===== config.mk =====
export PLATFORM = sky130hd
export DESIGN_NAME = serial_frame_deserializer_flat
export DESIGN_NICKNAME = d
export VERILOG_FILES = /design/src/rtl/serial_frame_deserializer_pkg.sv /design/src/rtl/serial_frame_deserializer_if.sv /design/src/rtl/serial_frame_deserializer.sv /design/src/flat_wrapper.sv
export SDC_FILE = /design/constraint.sdc
export NUM_CORES = 1
export LEC_CHECK = 0
export CAP_MARGIN = 20
export CORE_MARGIN = 4
export CORE_UTILIZATION = 35
export CTS_CLUSTER_SIZE = 12
export DETAILED_ROUTE_END_ITERATION = 16
export HOLD_SLACK_MARGIN = 0.15
export REMOVE_ABC_BUFFERS = 1
export SYNTH_ARGS = -nofsm -noshare
export SYNTH_HDL_FRONTEND = slang
export SYNTH_SLANG_ARGS = --single-unit

===== constraint.sdc =====
create_clock -name clk -period 2.38 [get_ports clk]
set_input_delay 0.357 -clock clk [delete_from_list [all_inputs] [get_ports clk]]
set_output_delay 0.357 -clock clk [all_outputs]
set_load 0.1 [all_outputs]

===== src/rtl/serial_frame_deserializer_pkg.sv =====
// serdes_pkg: shared types and constants for the serial frame deserializer.
// Optional even-parity trailer bit is enabled by PARITY_CHECK_EN.
package serdes_pkg;

  typedef enum logic [1:0] {
    IDLE,
    SHIFT,
    PARITY
  } state_t;

  localparam logic DIR_LSB_FIRST = 1'b0;
  localparam logic DIR_MSB_FIRST = 1'b1;

  localparam int PARITY_BITS = 1;

endpackage


===== src/rtl/serial_frame_deserializer_if.sv =====
// Parallel valid/ready word interface of the deserializer.
// master drives the word, slave consumes it.
interface serial_frame_deserializer_if #(
  parameter int WIDTH = 8
);

  logic [WIDTH-1:0] par_data;
  logic             par_valid;
  logic             par_ready;

  modport master (
    output par_data,
    output par_valid,
    input  par_ready
  );

  modport slave (
    input  par_data,
    input  par_valid,
    output par_ready
  );

endinterface


===== src/rtl/serial_frame_deserializer.sv =====
// Framed serial-to-parallel receiver with one-entry holding register.
// Define PARITY_CHECK_EN to require a trailing even-parity bit per frame.
module serial_frame_deserializer
  import serdes_pkg::*;
#(
  parameter int WIDTH = 8
) (
  input  logic clk,
  input  logic reset,
  input  logic sin_valid,
  input  logic sin_data,
  input  logic sin_frame,
  input  logic msb_first,
  input  logic clear_err,
  serial_frame_deserializer_if.master par,
  output logic busy,
  output logic overrun,
  output logic frame_err,
  output logic parity_err
);

  localparam int CW = $clog2(WIDTH + 1);

  state_t           state_q;
  state_t           state_d;
  logic [WIDTH-1:0] sreg_q;
  logic [CW-1:0]    cnt_q;
  logic             dir_q;
  logic [WIDTH-1:0] data_q;
  logic             valid_q;

  logic             frame_stb;
  logic             data_stb;
  logic             last_bit;
  logic             frame_evt;
  logic             complete;
  logic             par_ok;
  logic             hold_free;
  logic             accept;
  logic             drop;
  logic [WIDTH-1:0] word;

  function automatic logic [WIDTH-1:0] shift_in(
    input logic [WIDTH-1:0] s,
    input logic             d,
    input logic             b
  );
    return (d == DIR_MSB_FIRST) ? {s[WIDTH-2:0], b}
                                : {b, s[WIDTH-1:1]};
  endfunction

  assign frame_stb = sin_valid && sin_frame;
  assign data_stb  = sin_valid && !sin_frame;
  assign last_bit  = (state_q == SHIFT) && data_stb
                  && (cnt_q == CW'(WIDTH - 1));
  assign frame_evt = frame_stb && (state_q != IDLE);
  assign hold_free = !valid_q || par.par_ready;

`ifdef PARITY_CHECK_EN
  logic par_evt;
  assign complete = (state_q == PARITY) && data_stb;
  assign word     = sreg_q;
  // Even parity: data bits plus parity bit hold an even count of ones.
  assign par_ok   = ~^{sreg_q, sin_data};
  assign par_evt  = complete && !par_ok;
`else
  assign complete = last_bit;
  assign word     = shift_in(sreg_q, dir_q, sin_data);
  assign par_ok   = 1'b1;
`endif

  assign accept = complete && par_ok && hold_free;
  assign drop   = complete && par_ok && !hold_free;

  assign par.par_data  = data_q;
  assign par.par_valid = valid_q;

  // FSM state register
  always_ff @(posedge clk or posedge reset) begin
    if (reset) state_q <= IDLE;
    else       state_q <= state_d;
  end

  // FSM next-state logic; a frame bit mid-word restarts in SHIFT
  always_comb begin
    state_d = state_q;
    unique case (state_q)
      IDLE: begin
        if (frame_stb) state_d = SHIFT;
      end
      SHIFT: begin
`ifdef PARITY_CHECK_EN
        if (last_bit) state_d = PARITY;
`else
        if (last_bit) state_d = IDLE;
`endif
      end
`ifdef PARITY_CHECK_EN
      PARITY: begin
        if (frame_stb)     state_d = SHIFT;
        else if (complete) state_d = IDLE;
      end
`endif
      default: state_d = IDLE;
    endcase
  end

  // FSM outputs: busy while any part of a frame is outstanding
  always_comb begin
    busy = (state_q != IDLE);
  end

  // Shift register, bit counter and latched bit order
  always_ff @(posedge clk or posedge reset) begin
    if (reset) begin
      sreg_q <= '0;
      cnt_q  <= '0;
      dir_q  <= DIR_LSB_FIRST;
    end else if (frame_stb) begin
      sreg_q <= shift_in('0, msb_first, sin_data);
      cnt_q  <= CW'(1);
      dir_q  <= msb_first;
    end else if (data_stb && state_q == SHIFT) begin
      sreg_q <= shift_in(sreg_q, dir_q, sin_data);
      cnt_q  <= last_bit ? '0 : cnt_q + CW'(1);
    end
  end

  // Holding register; a new word in the consume cycle keeps valid high
  always_ff @(posedge clk or posedge reset) begin
    if (reset) begin
      data_q  <= '0;
      valid_q <= 1'b0;
    end else if (accept) begin
      data_q  <= word;
      valid_q <= 1'b1;
    end else if (valid_q && par.par_ready) begin
      valid_q <= 1'b0;
    end
  end

  // Sticky error flags; a same-cycle event beats clear_err
  always_ff @(posedge clk or posedge reset) begin
    if (reset) begin
      overrun   <= 1'b0;
      frame_err <= 1'b0;
    end else begin
      overrun   <= (overrun && !clear_err) || drop;
      frame_err <= (frame_err && !clear_err) || frame_evt;
    end
  end

`ifdef PARITY_CHECK_EN
  // Sticky parity error flag
  always_ff @(posedge clk or posedge reset) begin
    if (reset) parity_err <= 1'b0;
    else       parity_err <= (parity_err && !clear_err) || par_evt;
  end
`else
  assign parity_err = 1'b0;
`endif

endmodule


===== src/flat_wrapper.sv =====
// flat-port wrapper written by rule: the top's interface ports become plain ports
module serial_frame_deserializer_flat import serdes_pkg::*;
#(
  parameter int WIDTH = 8
)
  (clk, reset, sin_valid, sin_data, sin_frame, msb_first, clear_err, busy, overrun, frame_err, parity_err, par_par_data, par_par_valid, par_par_ready);
  serial_frame_deserializer_if #(.WIDTH(WIDTH)) par_i ();
  input  logic clk;
  input  logic reset;
  input  logic sin_valid;
  input  logic sin_data;
  input  logic sin_frame;
  input  logic msb_first;
  input  logic clear_err;
  output logic busy;
  output logic overrun;
  output logic frame_err;
  output logic parity_err;
  output wire logic [$bits(par_i.par_data)-1:0] par_par_data;
  output wire logic [$bits(par_i.par_valid)-1:0] par_par_valid;
  input wire logic [$bits(par_i.par_ready)-1:0] par_par_ready;
  assign par_par_data = par_i.par_data;
  assign par_par_valid = par_i.par_valid;
  assign par_i.par_ready = par_par_ready;
  serial_frame_deserializer #(.WIDTH(WIDTH)) u_core (.clk(clk), .reset(reset), .sin_valid(sin_valid), .sin_data(sin_data), .sin_frame(sin_frame), .msb_first(msb_first), .clear_err(clear_err), .par(par_i), .busy(busy), .overrun(overrun), .frame_err(frame_err), .parity_err(parity_err));
endmodule

==> reports/qor.txt, run 1 <==
Root buf cell -> clkbuf_4
Sequential power share -> 47.0%
Layout cells sized above 1 -> 18.3%
WS Path Type -> primary input to flip-flop
HPWL Detailed -> 1540 µm
Arr. time, crit path -> 1.94 ns
Post-Route WL -> 2090 µm
Site Rows -> 20
Die height -> 65.7 µm
I/O Buffers -> 19
Most common cell after layout, fill and taps aside -> dfrtp_1
CTS Hold Bufs -> 0
Int Pwr -> 0.000651 W
First-pass GRT wire length -> 3710 µm
Slew headroom -> 59.7%
TritonCTS buffer count -> 3
Overflow after GRT -> 0
Pwr Total -> 0.00112 W
Antenna Nets Post-Route -> 0
Setup Viol. Count Final -> 0
Post-synth EDFFs -> 0
Drt first pass iters -> 4
Max Clock Skew -> 0.00428 ns
HP Class -> primary input to asynchronous set/reset pin
Mapped cell area -> 1160 µm²
Largest stage delay, worst path -> 0.48 ns
Post-CTS sizing -> 0
Pre-CTS setup slack -> 0.303 ns
I/O Pins -> 21
Gp weighted congestion -> 0.739
Mapped Cells -> 110
Crit Reg-Reg Startpoint -> u_core.cnt_q[0]
Vias in the first global route -> 784
DRC errors left -> 0
Largest net degree at the start of global routing -> 26
Async S/R FF share, synth -> 100%
Synthesized area per cell -> 10.6 µm²
Clk_lat worst skew -> 0.31 ns
Max-slew violations -> 0
Crit-path max FO -> 8
Crit path cell chain -> clkdlybuf4s50_1 -> nand3b_2 -> nor4b_2 -> buf_12 -> mux2_4
Post-synth top area share -> 53.7%
WP data required -> 2.58 ns
Outcome -> finished, final reports clean
CP Capture Type -> flip-flop
N_diodes -> 0
Syn. warnings -> 0
Post-CTS setup buffers -> 0
Vias post-DR -> 819
CTS Sinks -> 25
Post-route minimum period -> 1.74 ns
Peak supply drop -> 0.000384 V
#FFs+latches synth -> 25
Drt wl/cell -> 11.9 µm
Clock-pin transition on the worst setup and hold timing paths -> 0.13 ns
Final Cycle Share -> 73.1%
H-tree depth -> 1
Core area -> 3130 µm²
Final core utilization -> 45.1%
FF/Latch Area -> 626 µm²
Power density cells -> 796 nW/µm²
Clock Power Share -> 16.1%
Cell accounting for the most synthesized area -> dfrtp_1
Critical path's slowest cell -> clkdlybuf4s50_1
Unrepaired setup endpoints after global routing -> no
Die Wd -> 65.7 µm
Net Sw Frac -> 42.0%
Fmax -> 0.575 GHz
Die Area -> 4320 µm²
Final cell count without fillers -> 175
Initial core utilization -> 37.2%
Kind of start point of the critical path -> primary input
Combinational share of power -> 36.9%
Leak Pwr -> 0.663 nW
Drt initial violations -> 32
Setup ws final -> 0.641 ns
Area growth syn-to-layout -> 21.1%
Sw power -> 0.000471 W
Max_cap viols -> 0
DP Cell Count -> 171
Clock Path Buffers -> 2
Final hold vios -> 0
Fillcell total -> 310
Post-synthesis sequential area ratio -> 53.7%
Initial antenna violation count -> 0
Most frequent cells in the layout -> dfrtp_1, nand2_1, buf_4
Cell variety after synth -> 32
Tightest Pin Transition -> 0.601 ns
Top cells by area, synth -> dfrtp_1, mux2i_1, nand2_1, o21ai_0, inv_1
Area of the multi-input gates -> 467 µm²
Main synth FF type -> dfrtp_1
CTS tree -> built
DR vias/cell -> 4.68
CP startpoint -> sin_frame
Fin nets -> 141
Gr usage total -> 11.1%
==> power by group through the flow <==
stage / Combinational (W) / Clock (W) / Sequential, W
2_1_floorplan: 0.000103 / 0 / 0.000752
3_3_place_gp: 0.000416 / 0 / 0.000535
3_5_place_dp: 0.000417 / 0 / 0.000536
4_1_cts: 0.000418 / 0.000193 / 0.000528
5_1_grt: 0.000440 / 0.000210 / 0.000538
6_report: 0.000414 / 0.000181 / 0.000528
==> per-layer routing <==
metal  vias to the layer above  global-route usage (%)  wire length (µm)
li1                        419                       -                 -
met1                       380                    15.1              1030
met2                        18                    17.5               944
met3                         2                    1.20                82
met4                         0                    5.44                27
met5                         -                       0                 0
==> cell usage after synthesis, types with 2 or more instances <==
master and instances:
dfrtp_1 25, nand2_1 17, mux2i_1 12, inv_1 11, o21ai_0 9, a31oi_1 3
a21oi_1 2, clkbuf_1 2, mux2_2 2, mux2_4 2, nor2_1 2, o21a_1 2
o31ai_1 2
==> path summary, 6_finish.rpt <==
check / to / cells after the start / slack, ns
worst min register to register: u_core.par.par_data[7] / 1 / 0.53
worst max-delay path: u_core.par.par_data[0] / 5 / 0.64
max in group asynchronous: u_core.par.par_data[0] / 3 / 1.76
worst min-delay path: u_core.par.par_data[4] / 3 / 0.38
min in group clk: u_core.par.par_data[7] / 1 / 0.53
worst max register to register: u_core.par.par_data[0] / 5 / 0.74
==> cell families (layout without fill, tap and decap cells) <==
group / count (synthesis) / count (layout) / share of synthesized area, %
buf+inv: 16 / 37 / 6.23
simple gates: 30 / 30 / 13.3
flops: 25 / 25 / 53.7
compound gates: 21 / 21 / 10.5
fa+ha+maj: 1 / 1 / 1.07
other cells: 1 / 1 / 0.322
mux: 16 / 16 / 14.8
==> registers in the layout (all words and copies together) (netlist names) <==
| signal | cells |
|---|---|
| u_core.state_q | 1 |
| u_core.par.par_data | 8 |
| u_core.cnt_q | 4 |
| u_core.overrun | 1 |
| u_core.sreg_q | 8 |
| u_core.dir_q | 1 |
| u_core.par.par_valid | 1 |
| u_core.frame_err | 1 |
==> cell type report <==
| class | count | share of cell area [%] |
|---|---|---|
| flip-flops and latches | 25 | 44.4 |
| multi-input cells | 69 | 33.1 |
| repair buffers | 22 | 13.8 |
| well taps | 44 | 3.90 |
| inverters | 11 | 2.93 |
| clock buffers | 4 | 1.86 |
==> per-stage QoR <==
step | hold slack (ns) | setup TNS [ns] | area, µm²
after floorplan | 0.384 | -1.11 | 1130
after global placement | 0.491 | 0 | 1380
after detailed placement | 0.507 | 0 | 1380
after CTS | 0.387 | 0 | 1410
after global routing | 0.405 | 0 | 1410
final | 0.376 | 0 | 1410
==> critical path, delay by kind of cell <==
| family | cells | cell delay [ns] |
|---|---|---|
| multiplexers | 1 | 0.29 |
| buffers and inverters | 2 | 0.67 |
| AND/OR/NAND/NOR | 2 | 0.62 |
Note: power is estimated with default switching activity, not from simulation.
==> run 2, diff against run 1 <==
==> constraint.sdc (replaced) <==
create_clock -name clk -period 1.8 [get_ports clk]
set_input_delay 0.27 -clock clk [delete_from_list [all_inputs] [get_ports clk]]
set_output_delay 0.27 -clock clk [all_outputs]
set_load 0.1 [all_outputs]
==> reports/qor.txt, run 2 (synthesis results as in run 1) <==
WP data required -> 2.02 ns (-0.56 ns)
Vias in the first global route -> 818 (+4.3%)
DRC errors left -> 0 (unchanged)
TritonCTS buffer count -> 3 (unchanged)
CTS Hold Bufs -> 0 (unchanged)
Arr. time, crit path -> 1.76 ns (-0.18 ns)
Fillcell total -> 306 (-1.3%)
Fin area -> 1510 µm² (+6.8%)
Vias post-DR -> 844 (+3.1%)
Site Rows -> 20 (unchanged)
Antenna Nets Post-Route -> 0 (unchanged)
Die Area -> 4320 µm² (unchanged)
Kind of start point of the critical path -> flip-flop
CTS tree -> built
Post-route minimum period -> 1.54 ns
WS Path Type -> flip-flop to flip-flop
DP Area -> 1480 µm² (+6.9%)
Final core utilization -> 48.2% (+3.1 points)
Max Clock Skew -> 0.00324 ns (-0.00104 ns)
Post-CTS sizing -> 0 (unchanged)
N_diodes -> 0 (unchanged)
CTS Sinks -> 25 (unchanged)
Clock Path Buffers -> 2 (unchanged)
Pwr Total -> 0.00156 W (+39%)
Max-slew violations -> 0 (unchanged)
Unrepaired setup endpoints after global routing -> no
Post-CTS setup buffers -> 0 (unchanged)
Power density cells -> 1030 nW/µm² (+30%)
Outcome -> finished, final reports clean
Drt first pass iters -> 3 (-1)
Gr usage total -> 11.1% (-0.036 points)
Layout cells sized above 1 -> 22.6% (+4.3 points)
Setup Viol. Count Final -> 0 (unchanged)
Area of the multi-input gates -> 467 µm² (unchanged)
Crit-path max FO -> 4 (-4)
Clk_lat worst skew -> 0.31 ns (about the same)
Gp weighted congestion -> 0.750 (+1.4%)
Core area -> 3130 µm² (unchanged)
Final Cycle Share -> 85.5%
CP Capture Type -> flip-flop
I/O Pins -> 21 (unchanged)
Setup TNS -> 0 ns (unchanged)
Root buf cell -> clkbuf_4
Peak supply drop -> 0.000570 V (+48%)
Initial antenna violation count -> 0 (unchanged)
Initial core utilization -> 37.2% (unchanged)
Most common cell after layout, fill and taps aside -> dfrtp_1
Drt wl/cell -> 12.3 µm (+3.4%)
HP Class -> primary input to asynchronous set/reset pin
FF/Latch Area -> 626 µm² (unchanged)
Fmax -> 0.650 GHz
Final hold vios -> 0 (unchanged)
Max_cap viols -> 0 (unchanged)
Area growth syn-to-layout -> 29.3%
Die Wd -> 65.7 µm (unchanged)
I/O Buffers -> 19 (unchanged)
First-pass GRT wire length -> 3740 µm (+0.92%)
Clock-pin transition on the worst setup and hold timing paths -> 0.13 ns (about the same)
DR vias/cell -> 4.66 (-0.36%)
Die height -> 65.7 µm (unchanged)
HPWL Detailed -> 1700 µm (+11%)
Final cell count without fillers -> 181 (+3.4%)
Leak Pwr -> 0.720 nW (+8.6%)
DP Cell Count -> 177 (+3.5%)
Fin nets -> 147 (+4.3%)
Most frequent cells in the layout -> dfrtp_1, nand2_1, buf_4
Largest net degree at the start of global routing -> 26 (unchanged)
Overflow after GRT -> 0 (unchanged)
H-tree depth -> 1 (unchanged)
Post-Route WL -> 2230 µm (+7.0%)
Drt initial violations -> 25 (-22%)
[run 2: report_power, final]
part / leakage (nW) / internal (W) / switching, W
clock: 0.0177 / 0.0000831 / 0.000162
combinational: 0.400 / 0.000190 / 0.000417
sequential: 0.302 / 0.000635 / 0.0000685
[run 2: cell type report]
class / count / area share [%]
clock buffers: 3 / 1.50
clock inverters: 1 / 0.332
inverters: 11 / 2.74
multi-input cells: 69 / 31.0
flip-flops and latches: 25 / 41.5
well taps: 44 / 3.65
repair buffers: 28 / 19.3
[run 2: worst paths after layout]
kind / slack (ns) / from / depth (start not counted) / endpoint
max reg2reg: 0.26 / u_core.cnt_q[0] / 5 / u_core.par.par_data[0]
max in group asynchronous: 1.28 / reset / 3 / u_core.dir_q
max: 0.26 / u_core.cnt_q[0] / 5 / u_core.par.par_data[0]
min in group clk: 0.52 / u_core.sreg_q[5] / 2 / u_core.sreg_q[5]
min: 0.28 / reset / 3 / u_core.cnt_q[1]
min reg2reg: 0.52 / u_core.sreg_q[5] / 2 / u_core.sreg_q[5]
[run 2: per-stage QoR]
| step | setup WS (ns) | hold WS (ns) |
|---|---|---|
| final | 0.261 | 0.285 |
| after global routing | 0.164 | 0.291 |
| after CTS | 0.252 | 0.278 |
| after detailed placement | 0.00938 | 0.500 |
| after global placement | 0.0353 | 0.491 |
| after floorplan | -0.827 | 0.297 |
[run 2: critical path, cell delays in order (launching register included)]
cell and delay, ns:
dfrtp_1 0.42, ha_1 0.19, nand2_1 0.12, nor4b_2 0.22, buf_4 0.19, mux2_4 0.30
[run 2: metal layers]
| metal | vias to the layer above | track usage [%] | part of all wire, % |
|---|---|---|---|
| met5 | - | 0 | 0 |
| met4 | 0 | 6.22 | 1.3 |
| met3 | 2 | 1.20 | 3.6 |
| met2 | 13 | 17.1 | 46 |
| met1 | 406 | 15.0 | 49 |
| li1 | 423 | - | - |
==> run 3, diff against run 2 <==
--- a/config.mk
+++ b/config.mk
@@ -10,6 +10,7 @@
 export CORE_UTILIZATION = 35
 export CTS_CLUSTER_SIZE = 12
 export DETAILED_ROUTE_END_ITERATION = 16
+export GPL_ROUTABILITY_DRIVEN = 0
 export HOLD_SLACK_MARGIN = 0.15
 export REMOVE_ABC_BUFFERS = 1
 export SYNTH_ARGS = -nofsm -noshare
==> results of run 3 <==
Final layout, timing and power as in run 2 (identical DEF).
